### config.mk
export PLATFORM = sky130hd
export DESIGN_NAME = instruction_fetch_flat
export DESIGN_NICKNAME = d
export VERILOG_FILES = /design/src/rtl/cpu_pkg.sv /design/src/rtl/instruction_fetch_if.sv /design/src/rtl/instr_length_decoder.sv /design/src/rtl/instruction_fetch.sv /design/src/flat_wrapper.sv
export SDC_FILE = /design/constraint.sdc
export NUM_CORES = 1
export LEC_CHECK = 0
export BUFFER_PORTS_ARGS = -buffer_cell sky130_fd_sc_hd__buf_2
export CAP_MARGIN = 10
export CORE_ASPECT_RATIO = 1.1
export CORE_MARGIN = 2
export CORE_UTILIZATION = 49
export DETAILED_ROUTE_END_ITERATION = 16
export GPL_TIMING_DRIVEN = 0
export PLACE_DENSITY = 0.78
export REMOVE_ABC_BUFFERS = 1
export SLEW_MARGIN = 40
export SYNTH_ARGS = -nofsm -noshare
export SYNTH_HDL_FRONTEND = slang
export SYNTH_HIERARCHICAL = 1
export SYNTH_SLANG_ARGS = --single-unit
### constraint.sdc
create_clock -name clk -period 1.58 [get_ports clk]
set_input_delay 0.158 -clock clk [delete_from_list [all_inputs] [get_ports clk]]
set_output_delay 0.158 -clock clk [all_outputs]
set_load 0.05 [all_outputs]
### src/rtl/cpu_pkg.sv
// Shared definitions for the 8-bit core: opcodes,
// register codes and the fetch state encoding.
package cpu_pkg;

  localparam logic [7:0] OP_ADD     = 8'h00;
  localparam logic [7:0] OP_MUL     = 8'h20;
  localparam logic [7:0] OP_MOV     = 8'h40;
  localparam logic [7:0] OP_NOP     = 8'h70;
  localparam logic [7:0] OP_LD_IMM  = 8'h80;
  localparam logic [7:0] OP_CMP_IMM = 8'h8C;
  localparam logic [7:0] OP_DEC     = 8'h94;
  localparam logic [7:0] OP_INPUT   = 8'h98;
  localparam logic [7:0] OP_OUTPUT  = 8'h9C;
  localparam logic [7:0] OP_BRA     = 8'hA8;
  localparam logic [7:0] OP_BHI     = 8'hB0;
  localparam logic [7:0] OP_BEQ     = 8'hB4;

  localparam logic [1:0] R0 = 2'd0;
  localparam logic [1:0] R1 = 2'd1;
  localparam logic [1:0] R2 = 2'd2;
  localparam logic [1:0] R3 = 2'd3;

  typedef enum logic [1:0] {
    FETCH_OP,
    FETCH_IMM,
    ISSUE
  } fetch_state_t;

endpackage

### src/rtl/instruction_fetch_if.sv
// Fetch unit bus: ROM read port, instruction
// handshake to execute and branch redirect.
interface instruction_fetch_if;
  logic [7:0] address_bus;
  logic [7:0] data_bus;
  logic       instr_valid;
  logic       instr_ready;
  logic [7:0] instr_opcode;
  logic [7:0] instr_imm;
  logic [7:0] instr_pc;
  logic       instr_len2;
  logic       instr_illegal;
  logic       redirect;
  logic [7:0] redirect_pc;

  modport master (
    output address_bus,
    input  data_bus,
    output instr_valid,
    input  instr_ready,
    output instr_opcode,
    output instr_imm,
    output instr_pc,
    output instr_len2,
    output instr_illegal,
    input  redirect,
    input  redirect_pc
  );

  modport slave (
    input  address_bus,
    output data_bus,
    input  instr_valid,
    output instr_ready,
    input  instr_opcode,
    input  instr_imm,
    input  instr_pc,
    input  instr_len2,
    input  instr_illegal,
    output redirect,
    output redirect_pc
  );
endinterface

### src/rtl/instr_length_decoder.sv
// Classifies an opcode as 1 or 2 bytes and flags
// opcodes outside the ISA.
module instr_length_decoder
  import cpu_pkg::*;
(
  input  logic [7:0] opcode,
  output logic       len2,
  output logic       illegal
);

  logic legal1;

  // two-byte forms: immediate loads/compares, branches
  always_comb begin
    len2 = 1'b0;
    unique case (1'b1)
      opcode[7:2] == OP_LD_IMM[7:2]:  len2 = 1'b1;
      opcode[7:2] == OP_CMP_IMM[7:2]: len2 = 1'b1;
      opcode == OP_BRA:               len2 = 1'b1;
      opcode == OP_BHI:               len2 = 1'b1;
      opcode == OP_BEQ:               len2 = 1'b1;
      default:                        len2 = 1'b0;
    endcase
  end

  // legal single-byte forms
  always_comb begin
    legal1 = 1'b0;
    unique case (1'b1)
      opcode[7:4] == OP_ADD[7:4]:    legal1 = 1'b1;
      opcode[7:4] == OP_MUL[7:4]:    legal1 = 1'b1;
      opcode[7:4] == OP_MOV[7:4]:    legal1 = 1'b1;
      opcode[7:2] == OP_DEC[7:2]:    legal1 = 1'b1;
      opcode[7:2] == OP_INPUT[7:2]:  legal1 = 1'b1;
      opcode[7:2] == OP_OUTPUT[7:2]: legal1 = 1'b1;
      opcode == OP_NOP:              legal1 = 1'b1;
      default:                       legal1 = 1'b0;
    endcase
  end

  assign illegal = !len2 && !legal1;

endmodule

### src/rtl/instruction_fetch.sv
// Front-end fetch: reads opcode/imm from ROM, issues to execute.
// Optional FETCH_SKIP_NOP_EN drops NOPs inside fetch.
module instruction_fetch
  import cpu_pkg::*;
#(
  parameter logic [7:0] RESET_PC = 8'h00
)(
  input  logic clk,
  input  logic reset,
  instruction_fetch_if.master bus
);

  fetch_state_t state, state_n;
  logic [7:0] pc, pc_n;
  logic [7:0] op, op_n;
  logic [7:0] imm, imm_n;
  logic [7:0] ipc, ipc_n;
  logic       len2, len2_n;
  logic       ill, ill_n;
  logic       dec_len2;
  logic       dec_ill;

  instr_length_decoder u_dec (
    .opcode  (bus.data_bus),
    .len2    (dec_len2),
    .illegal (dec_ill)
  );

  // state and instruction registers
  always_ff @(posedge clk or negedge reset) begin
    if (!reset) begin
      state <= FETCH_OP;
      pc    <= RESET_PC;
      op    <= 8'h00;
      imm   <= 8'h00;
      ipc   <= 8'h00;
      len2  <= 1'b0;
      ill   <= 1'b0;
    end else begin
      state <= state_n;
      pc    <= pc_n;
      op    <= op_n;
      imm   <= imm_n;
      ipc   <= ipc_n;
      len2  <= len2_n;
      ill   <= ill_n;
    end
  end

  // next-state; redirect overrides every state
  always_comb begin
    state_n = state;
    pc_n    = pc;
    op_n    = op;
    imm_n   = imm;
    ipc_n   = ipc;
    len2_n  = len2;
    ill_n   = ill;
    if (bus.redirect) begin
      pc_n    = bus.redirect_pc;
      state_n = FETCH_OP;
    end else begin
      unique case (state)
        FETCH_OP: begin
          op_n   = bus.data_bus;
          ipc_n  = pc;
          pc_n   = pc + 8'd1;
          len2_n = dec_len2;
          ill_n  = dec_ill;
          if (dec_len2) begin
            state_n = FETCH_IMM;
`ifdef FETCH_SKIP_NOP_EN
          end else if (bus.data_bus == OP_NOP) begin
            imm_n   = 8'h00;
            state_n = FETCH_OP;
`endif
          end else begin
            imm_n   = 8'h00;
            state_n = ISSUE;
          end
        end
        FETCH_IMM: begin
          imm_n   = bus.data_bus;
          pc_n    = pc + 8'd1;
          state_n = ISSUE;
        end
        ISSUE: begin
          if (bus.instr_ready) state_n = FETCH_OP;
        end
        default: state_n = FETCH_OP;
      endcase
    end
  end

  assign bus.address_bus   = pc;
  assign bus.instr_valid   = (state == ISSUE);
  assign bus.instr_opcode  = op;
  assign bus.instr_imm     = imm;
  assign bus.instr_pc      = ipc;
  assign bus.instr_len2    = len2;
  assign bus.instr_illegal = ill;

endmodule

### src/flat_wrapper.sv
// flat-port wrapper written by rule: the top's interface ports become plain ports
module instruction_fetch_flat import cpu_pkg::*;
#(
  parameter logic [7:0] RESET_PC = 8'h00
)
  (clk, reset, bus_address_bus, bus_data_bus, bus_instr_valid, bus_instr_ready, bus_instr_opcode, bus_instr_imm, bus_instr_pc, bus_instr_len2, bus_instr_illegal, bus_redirect, bus_redirect_pc);
  instruction_fetch_if bus_i ();
  input  logic clk;
  input  logic reset;
  output wire logic [$bits(bus_i.address_bus)-1:0] bus_address_bus;
  input wire logic [$bits(bus_i.data_bus)-1:0] bus_data_bus;
  output wire logic [$bits(bus_i.instr_valid)-1:0] bus_instr_valid;
  input wire logic [$bits(bus_i.instr_ready)-1:0] bus_instr_ready;
  output wire logic [$bits(bus_i.instr_opcode)-1:0] bus_instr_opcode;
  output wire logic [$bits(bus_i.instr_imm)-1:0] bus_instr_imm;
  output wire logic [$bits(bus_i.instr_pc)-1:0] bus_instr_pc;
  output wire logic [$bits(bus_i.instr_len2)-1:0] bus_instr_len2;
  output wire logic [$bits(bus_i.instr_illegal)-1:0] bus_instr_illegal;
  input wire logic [$bits(bus_i.redirect)-1:0] bus_redirect;
  input wire logic [$bits(bus_i.redirect_pc)-1:0] bus_redirect_pc;
  assign bus_address_bus = bus_i.address_bus;
  assign bus_i.data_bus = bus_data_bus;
  assign bus_instr_valid = bus_i.instr_valid;
  assign bus_i.instr_ready = bus_instr_ready;
  assign bus_instr_opcode = bus_i.instr_opcode;
  assign bus_instr_imm = bus_i.instr_imm;
  assign bus_instr_pc = bus_i.instr_pc;
  assign bus_instr_len2 = bus_i.instr_len2;
  assign bus_instr_illegal = bus_i.instr_illegal;
  assign bus_i.redirect = bus_redirect;
  assign bus_i.redirect_pc = bus_redirect_pc;
  instruction_fetch #(.RESET_PC(RESET_PC)) u_core (.clk(clk), .reset(reset), .bus(bus_i));
endmodule
# Yosys cells after proc, flatten, opt, wreduce, memory -nomap -nowiden
# Index checks and enable logic that the tools add are counted.
# totals
output_inout_bits,35
in_bits,20
regBits,36
# classes
muxes,10
add_sub_neg,1
bitwise,1
eq_ne,15
reduce_logical,12
# op_table
op,n
$eq A6 B6 Y1 const B,5
$eq A8 B8 Y1 const B,3
$mux W8,3
$pmux W8 S2,1
$add A8 B1 Y8 const B,1
$eq A8 B7 Y1 const B,1
$reduce_or A7 Y1,1
$mux W2,3
$pmux W2 S3,1
$reduce_or A5 Y1,1
$eq A4 B2 Y1 const B,1
$eq A4 B3 Y1 const B,1
$logic_not A4 Y1,1
$reduce_bool A2 Y1,2
$ne A3 B1 Y1 const B,1
$reduce_and A3 Y1,1
$eq A2 B1 Y1 const B,1
$eq A2 B2 Y1 const B,1
$logic_not A1 Y1,2
$logic_not A2 Y1,1
$mux W1,2
$ne A2 B2 Y1 const B,1
$reduce_and A2 Y1,1
$reduce_or A2 Y1,1
2 further kinds,2

# Longest topological paths before layout
# Gate-level depths: netlist (run 1).
# depth
depth_word,6
depth_mapped,8
mapped_depth_nobuf,7

# Modules after synthesis
# Netlist (run 1), hierarchy kept.
# by_module_without_submodules
mod,cells_per_inst,seq_area_each_um2,instances,area_each_um2
instruction_fetch,114,900.9,1,1525.2
instr_length_decoder,20,0.0,1,123.9

# Worst setup path after synthesis (run 1)
# Ideal clock, no wire load.
# synth_path
path_kind,flip-flop to flip-flop
startpoint,"reg u_core.pc[0], in the netlist u_core/bus.address_bus[0]"
endpoint,"reg u_core.pc[6], in the netlist u_core/bus.address_bus[6]"
setup_ps,69
t_required_ps,1511
path_stages_with_launch,5
setup_slack_ps,-104
t_arrival_ps,1615
path_cell_list,dfrtp_1 -> ha_1 -> nand3b_1 -> or4_1 -> nand3_1
# synth_via
elab_chain_len,3
# synth_rtl
element,line,rtl
"start, declared",instruction_fetch.sv:14,"logic [7:0] pc, pc_n;"
"start signal, assigned",instruction_fetch.sv:41,pc <= pc_n;
$add A8 B1 Y8,"instruction_fetch.sv:67, instruction_fetch.sv:84",
$mux W8,-,
$mux W8,instruction_fetch.sv:59,if (bus.redirect) begin
# Every way passes these cells. The select of a mux whose other input is x is not followed.
# A chain may end at the register's enable or synchronous reset.

# Worst setup path after layout (run 1)
# layout_path
startpoint,in bus_data_bus[2]
endpoint,"reg u_core.imm[7], in the netlist u_core/bus.instr_imm[7]"
# layout_via
elab_chain_len,5
word_cells_on_any_way,9
classes_between,eq/ne: 6; mux: 1; reduce/logical: 2
# layout_rtl
element,line,rtl
"start, declared",flat_wrapper.sv:11,input wire logic [$bits(bus_i.data_bus)-1:0] bus_data_bus;
"$eq A8 B8 Y1, or another cell as far along",instr_length_decoder.sv:19,opcode == OP_BRA: len2 = 1'b1;
$reduce_or A5 Y1 (no source line) (*),-,
$mux W1 (*),instr_length_decoder.sv:16,unique case (1'b1)
net u_core.dec_len2,instruction_fetch.sv:20,logic dec_len2;
$ne A2 B2 Y1 (no source line) (*),-,
$reduce_and A3 Y1 (no source line) (*),-,
"end signal, assigned",instruction_fetch.sv:43,imm <= imm_n;
"end, declared",instruction_fetch.sv:16,"logic [7:0] imm, imm_n;"
# The timed path passes the listed nets; every way through them passes the cells marked *.

==> out/summary.txt, run 1 <==
Final setup viols: 0
PortBufs: 54
pwr dens: 1220 nW/um2
largest net degree at the start of global routing: 37
chip height: 64.8 um
Fin Hold WS: 0.0163 ns
YS warnings: 6
htree depth: 2
multiplexer share of the synthesized area: 0.129
critical path data arrival time: 1.76 ns
final wirelength: 3.48 mm
layout cell share with drive strength beyond 1: 0.434
worst-path maximum fanout: 8
Die W: 59.3 um
largest family of logic cells by synthesized area: simple AND/OR/NAND/NOR gates
Final Hold Vio Count: 0
CTS tree: yes
Area Growth Syn to Fin: 24.5%
Leak Pwr: 1.00 nW
max_cap viols: 0
adder-cell share of the synthesized area: 0.00759
Compound-Gate Fraction of Synth Area: 0.0986
Place WS: -0.126 ns
crit path time final: 1.48 ns
area leader, netlist: dfrtp_1
DR WL/cell: 15.0 um
CTS Buf Count: 5
setup ws final: 0.103 ns
top cells by area, synth: dfrtp_1, mux2_2, a22o_1
Slew headroom: 0.630
die area: 3850 um2
Total GRT Usage: 0.196
Synth top area share: 0.546
synthesized instance count: 134
Setup Skew: 0.00971 ns
slowest stage delay, CP: 0.30 ns
Seq/Total Area, Yosys: 0.546
starting density of the core: 0.503
Residual DRC: 0
gr ovfl total: 0
critical path class: primary input to flip-flop
worst-margin pin slew: 0.552 ns
first-pass GRT wire length: 5.67 mm
Antenna Cells: 0
internal reg-to-reg setup slack: 0.14 ns
dpl cell area: 1940 um2
Starting DRT DRC Count: 36
Via-to-Cell Ratio: 5.52
Max VDD drop: 0.772 mV
FILL cells: 286
critical path required time: 1.86 ns
Clk Latency, worst-skew pair: 0.34 ns
Max Fclk: 677 MHz
Finished Cell Area: 2050 um2
Placer Congestion: 0.757
CP cell instances: buf_2 -> nand2b_1 -> o21ai_0 -> nand2_1 -> a21oi_1 -> nor2b_1 -> or3_1 -> a22o_1
HPWL after DPL: 2.39 mm
Post-Synth Simple-Gate Area: 0.174
Critical Path Start Type: primary input
Post-DRT Antenna Nets: 0
Max clock buf depth: 2
count of different cell masters after synthesis: 34
core area: 3280 um2
Avg Inst Size Synth: 12.3 um2
#FFs+latches synth: 36
# IOs: 55
first drt pass iteration count: 4
Sink Count: 36
Final #Nets: 216
clk slew on worst S/H paths: 0.11 ns
initial antenna violation count: 0
# rows: 22
vias in the first global route: 1250
final instance count without filler cells: 232
Max Slew Vio Count: 0
HP Class: primary input to flip-flop
xor/xnor cell area share of the yosys netlist: 0.0212
Synth Cell Area: 1650 um2
Cell Count Post-Placement: 220
critical path's slowest cell: or3_1
via count: 1280
total power: 2.50 mW
outcome: complete, no violations
part of the cycle the worst path needs: 0.935
Critical Path Sink Type: flip-flop
clock tree root buffer cell: clkbuf_4
==> worst max-delay path: cells and delay by family <==
family	cells	cell delay (ns)
buf+inv	1	0.15
simple gates	4	0.78
compound gates	3	0.66
==> synthesized netlist by cell type, drive strengths merged <==
master   count
a21oi        3
a22o         8
a2bb2oi      1
and2         1
and2b        1
buf          3
clkbuf       2
dfrtp       36
ha           1
inv          1
mux2        18
mux2i        1
nand2       10
nand2b       4
nand3        5
nand3b       2
nand4        1
nand4b       2
nor2         2
nor2b        5
nor3         2
nor3b        3
o21ai       10
o22a         1
o311a        1
or3          2
or3b         1
or4          3
xnor2        1
xor2         3
==> cell families (layout without fill, tap and decap cells) <==
kind of cell,after synthesis,in the layout
compound gates,24,24
xor+xnor,4,4
fa+ha+maj,1,1
buf+inv,6,68
flops,36,36
mux,19,19
simple gates,44,44
==> metrics by stage <==
stage | setup TNS [ns] | utilization
after global placement | -4.68 | 0.589
after detailed placement | -1.86 | 0.592
final | 0 | 0.627
after global routing | -0.00959 | 0.627
after floorplan | -0.163 | -
after CTS | 0 | 0.616
==> where the power goes <==
part	leakage (nW)	switching [mW]	internal (mW)	total [mW]
Clock	0.0326	0.292	0.220	0.511
Combinational	0.520	0.609	0.250	0.858
Sequential	0.448	0.0874	1.04	1.13
Total	1.00	0.988	1.51	2.50
==> final cells by class <==
cell class                 instances  area [um2]  share of cell area
timing repair buffer              59         334               0.163
multi-input combinational         92         709               0.346
clock buffer                       8        58.8              0.0286
tap                               36        45.0              0.0219
sequential                        36         902               0.439
inverter                           1        3.75             0.00183
==> final timing paths <==
| check | start | endpoint | cells after the start |
|---|---|---|---|
| hold reg to reg | u_core/bus.instr_imm[0] | u_core/bus.instr_imm[0] | 1 |
| min in group asynchronous | reset | u_core/bus.instr_imm[3] | 2 |
| hold / removal | bus_redirect_pc[5] | u_core/bus.address_bus[5] | 3 |
| setup reg to reg | u_core/bus.address_bus[0] | u_core/bus.address_bus[6] | 4 |
| max in group asynchronous | reset | u_core/state[1] | 2 |
| setup / recovery | bus_data_bus[2] | u_core/bus.instr_imm[7] | 8 |
==> registers in the layout, indices dropped and copies added, names as in the netlist <==
| register | flops |
|---|---|
| u_core/bus.instr_imm | 8 |
| u_core/bus.instr_illegal | 1 |
| u_core/bus.address_bus | 8 |
| u_core/state | 2 |
| u_core/bus.instr_opcode | 8 |
| u_core/bus.instr_len2 | 1 |
| u_core/bus.instr_pc | 8 |
==> cells in the final DEF, fill, tap and decap left out, types with 2 or more instances in the layout <==
| cell | instances |
|---|---|
| a21oi_1 | 3 |
| a22o_1 | 8 |
| buf_2 | 52 |
| buf_4 | 2 |
| clkbuf_1 | 2 |
| clkbuf_4 | 6 |
| dfrtp_1 | 35 |
| dlygate4sd3_1 | 2 |
| mux2_2 | 18 |
| nand2_1 | 10 |
| nand2b_1 | 4 |
| nand3_1 | 5 |
| nand3b_1 | 2 |
| nor2_1 | 2 |
| nor2b_1 | 5 |
| nor3b_1 | 2 |
| o21ai_0 | 10 |
| or3_1 | 2 |
| or4_1 | 3 |
| xor2_1 | 3 |
==> layer usage <==
metal  track usage  wire [um]  vias up
met4        0.0852         65        0
li1              -          -      612
met2         0.308       1670       33
met5             0          0        -
met1         0.245       1590      630
met3        0.0599        153        5
==> repair_timing <==
action                                  in CTS  in global routing
endpoints found under the hold margin       36                  1
setup buffers                                1                  1
hold buffers                                 1                  1
endpoints found under the setup margin      11                  1
pin swaps                                    1                  0
gates resized for setup                      1                  1
Note: power is estimated with default switching activity, not from simulation.
==> run 2: changes to the inputs <==
- CORE_ASPECT_RATIO: 1.1 -> 0.5
==> out/summary.txt, run 2 (synthesized netlist as in run 1, its figures left out) <==
Total GRT Usage: 0.199
initial antenna violation count: 0
first-pass GRT wire length: 5.73 mm
Final setup viols: 0
Sink Count: 36
critical path class: flip-flop to flip-flop
chip height: 45.0 um
crit path time final: 1.44 ns
Cell Count Post-Placement: 225
htree depth: 2
# IOs: 55
Setup Skew: 0.00722 ns
first drt pass iteration count: 4
critical path's top delay family: simple AND/OR/NAND/NOR gates
Die W: 86.0 um
starting density of the core: 0.532
Max Fclk: 695 MHz
unrepaired setup endpoints after global routing: no
die area: 3870 um2
Clk Latency, worst-skew pair: 0.28 ns
Critical Path Sink Type: flip-flop
HP Class: primary input to flip-flop
critical path's slowest cell: dfrtp_1
worst-margin pin slew: 0.534 ns
clk slew on worst S/H paths: 0.07 ns
most frequent cells in the layout: buf_2, dfrtp_1, mux2_2
outcome: complete, no violations
Max VDD drop: 0.694 mV
via count: 1288
layout cell share with drive strength beyond 1: 0.443
CTS tree: yes
Starting DRT DRC Count: 75
Leak Pwr: 1.01 nW
pwr dens: 1290 nW/um2
slowest stage delay, CP: 0.47 ns
CTS Buf Count: 5
dpl cell area: 1960 um2
Critical Path Start Type: flip-flop
# rows: 14
total power: 2.67 mW
CP cell instances: ha_1 -> nand3b_1 -> or4_1 -> nand3_1
Post-DRT Antenna Nets: 0
Final Hold Vio Count: 0
largest net degree at the start of global routing: 37
vias in the first global route: 1211
clock tree root buffer cell: clkbuf_8
part of the cycle the worst path needs: 0.910
Residual DRC: 0
core area: 3100 um2
final instance count without filler cells: 234
gr ovfl total: 0
Slew headroom: 0.642
final wirelength: 3.38 mm
Final #Nets: 215
commonest non-fill, non-tap cell in the layout: buf_2
Fin Hold WS: 0.0785 ns
Max Slew Vio Count: 0
Antenna Cells: 0
FILL cells: 235
HPWL after DPL: 2.42 mm
Max clock buf depth: 2
critical path required time: 1.80 ns
worst-path maximum fanout: 5
DR WL/cell: 14.4 um
critical path data arrival time: 1.66 ns
Via-to-Cell Ratio: 5.50
Bufs and invs on worst path: 0
Finished Cell Area: 2070 um2
max_cap viols: 0
Area Growth Syn to Fin: 25.8%
PortBufs: 54
Placer Congestion: 0.728
run 2: cell types whose count changed in the layout (fill, tap and decap cells not counted):
| cell | before | now |
|---|---|---|
| buf_12 | 1 | 0 |
| clkbuf_1 | 2 | 0 |
| dlygate4sd3_1 | 2 | 1 |
| buf_6 | 1 | 2 |
| buf_2 | 52 | 53 |
| clkbuf_4 | 6 | 0 |
| clkbuf_8 | 1 | 7 |
run 2: worst paths after layout:
path / slack (ns) / cells past startpoint / startpoint / to
worst max register to register: 0.14 / 4 / u_core/bus.address_bus[0] / u_core/bus.address_bus[6]
worst min register to register: 0.50 / 1 / u_core/bus.instr_imm[7] / u_core/bus.instr_imm[7]
worst min-delay path: 0.08 / 3 / bus_redirect_pc[6] / u_core/bus.address_bus[6]
max in group asynchronous: 0.86 / 2 / reset / u_core/state[1]
min in group asynchronous: 0.37 / 2 / reset / u_core/bus.instr_imm[6]
worst max-delay path: 0.14 / 4 / u_core/bus.address_bus[0] / u_core/bus.address_bus[6]
run 2: what timing repair did:
action,4_1_cts,5_1_grt
hold buffers,1,0
hold endpoints to repair,36,0
buffers inserted,1,0
endpoints found under the setup margin,7,4
pin swaps,1,0
resized for setup,0,1
run 2: final cells by class:
| cell class | count | area [um2] | area share |
|---|---|---|---|
| Clock buffer | 7 | 96.3 | 0.0464 |
| Timing Repair Buffer | 58 | 313 | 0.151 |
| Multi-Input combinational cell | 92 | 709 | 0.342 |
| Inverter | 1 | 3.75 | 0.00181 |
| Sequential cell | 36 | 902 | 0.435 |
| Tap cell | 40 | 50.0 | 0.0241 |
run 2: worst min-delay path: stages:
cell     delay (ns)
buf_2          0.07
nand2_1        0.04
nand3_1        0.05
run 2: power breakdown:
group	leakage [nW]	total, mW	switching (mW)	internal, mW
sequential	0.448	1.13	0.0925	1.04
clock	0.0503	0.693	0.305	0.388
combinational	0.513	0.846	0.603	0.242
total	1.01	2.67	1.00	1.67
run 2: per-stage QoR:
step / setup TNS, ns / utilization / setup slack (ns)
after floorplan: -0.163 / - / -0.104
after CTS: 0 / 0.668 / 0.0402
after global placement: -5.50 / 0.624 / -0.281
final: 0 / 0.669 / 0.142
after global routing: 0 / 0.669 / 0.0420
after detailed placement: -1.46 / 0.631 / -0.129
run 2: per-layer routing:
layer  vias to the layer above  GRT usage  part of all wire
met5                         -          0                 0
met1                       641      0.254              0.44
met2                        30      0.332              0.51
li1                        612          -                 -
met4                         0     0.0794             0.013
met3                         5     0.0567             0.044
==> run 3: changes to the inputs <==
- BUFFER_PORTS_ARGS: -buffer_cell sky130_fd_sc_hd__buf_2 -> default
- CORE_UTILIZATION: 49 -> 60
- DONT_BUFFER_PORTS: default -> 1
- PLACE_DENSITY: 0.78 -> 0.76
==> out/summary.txt, run 3 (synthesized netlist as in run 1, its figures left out) <==
outcome: complete, no violations
Final setup viols: 0
Max Fclk: 664 MHz
CTS tree: yes
setup TNS: 0 ns
Via-to-Cell Ratio: 5.82
part of the cycle the worst path needs: 0.953
Residual DRC: 0
crit path time final: 1.51 ns
FILL cells: 186
Antenna Cells: 0
layout cell share with drive strength beyond 1: 0.240
gr ovfl total: 0
chip height: 41.1 um
first-pass GRT wire length: 4.95 mm
Setup Skew: 0.00581 ns
Slew headroom: 0.601
Sink Count: 36
via count: 1088
Critical Path Sink Type: flip-flop
setup ws final: 0.0744 ns
# rows: 13
Multi-input gate area: 717 um2
Leak Pwr: 0.819 nW
first drt pass iteration count: 4
htree depth: 2
critical path required time: 1.80 ns
Die W: 78.1 um
Place WS: -0.209 ns
min-delay src: bus_data_bus[5]
commonest non-fill, non-tap cell in the layout: dfrtp_1
pwr dens: 1320 nW/um2
DR WL/cell: 17.2 um
sequential standard cell area: 911 um2
Max clock buf depth: 2
max_cap viols: 0
Critical R2R Launch: u_core/bus.address_bus[0]
clk slew on worst S/H paths: 0.07 ns
clock tree root buffer cell: clkbuf_8
Placer Congestion: 0.644
PortBufs: 0
vias in the first global route: 1049
die area: 3210 um2
Critical Path Start Type: flip-flop
Clk Latency, worst-skew pair: 0.28 ns
most frequent cells in the layout: dfrtp_1, mux2_2, nand2_1, o21ai_0, dlygate4sd3_1
Total GRT Usage: 0.219
Final Hold Vio Count: 0
starting density of the core: 0.634
core area: 2600 um2
Area Growth Syn to Fin: 15.7%
initial antenna violation count: 0
worst-margin pin slew: 0.598 ns
final wirelength: 3.22 mm
CTS Buf Count: 5
unrepaired setup endpoints after global routing: no
Max Slew Vio Count: 0
Max VDD drop: 0.731 mV
critical path class: flip-flop to flip-flop
CP startpoint: u_core/bus.address_bus[0]
HP Class: primary input to flip-flop
critical path data arrival time: 1.73 ns
Starting DRT DRC Count: 29
largest net degree at the start of global routing: 37
worst-path maximum fanout: 5
Post-DRT Antenna Nets: 0
Final #Nets: 170
# IOs: 55
HPWL after DPL: 2.13 mm
==> run 3: area by class of cell <==
| class | count | share of cell area |
|---|---|---|
| clock buffer | 8 | 0.0472 |
| inverter | 1 | 0.00197 |
| multi-input combinational | 92 | 0.376 |
| sequential | 36 | 0.477 |
| tap | 37 | 0.0243 |
| timing repair buffer | 13 | 0.0734 |
==> run 3: repair_timing <==
action / CTS / global route
hold endpoints to repair: 44 / 0
resized for setup: 4 / 3
setup endpoints to repair: 16 / 2
buffers inserted: 2 / 0
pin swaps: 1 / 0
hold buffers: 10 / 0
==> run 3: routing by layer <==
metal / GRT usage / up-vias / routed length [um]
met5: 0 / - / 0
met3: 0.101 / 4 / 257
met4: 0.0789 / 0 / 25
li1: - / 514 / -
met2: 0.388 / 37 / 1520
met1: 0.247 / 533 / 1410
==> run 3: final timing paths <==
path | end | slack, ns | cells past startpoint
worst max register to register | u_core/bus.address_bus[6] | 0.07 | 4
max in group asynchronous | u_core/bus.address_bus[0] | 1.04 | 2
worst max-delay path | u_core/bus.address_bus[6] | 0.07 | 4
worst min register to register | u_core/bus.instr_pc[1] | 0.77 | 1
worst min-delay path | u_core/bus.instr_imm[5] | 0.01 | 1
min in group asynchronous | u_core/bus.instr_imm[5] | 0.35 | 2
==> run 3: where the power goes <==
part	internal, mW	total, mW	switching, mW
combinational	0.167	0.283	0.117
sequential	1.04	1.57	0.534
clock	0.355	0.663	0.308
total	1.56	2.52	0.959
==> run 3: stage by stage <==
| step | power, mW | cell area [um2] | utilization | hold slack, ns | cells |
|---|---|---|---|---|---|
| 2_1_floorplan | 1.75 | 1610 | - | -0.138 | 129 |
| 3_5_place_dp | 1.82 | 1680 | 0.645 | -0.137 | 167 |
| 3_3_place_gp | 1.80 | 1660 | 0.638 | -0.137 | 166 |
| 6_report | 2.52 | 1910 | 0.733 | 0.0127 | 187 |
| 5_1_grt | 2.63 | 1910 | 0.733 | 0.00456 | 187 |
| 4_1_cts | 2.55 | 1900 | 0.731 | 0.000216 | 187 |
==> run 3: worst max-delay path: stages (launching register included) <==
cell and delay (ns):
dfrtp_4 0.56, ha_1 0.22, nand3b_1 0.09, or4_1 0.47, nand3_1 0.10
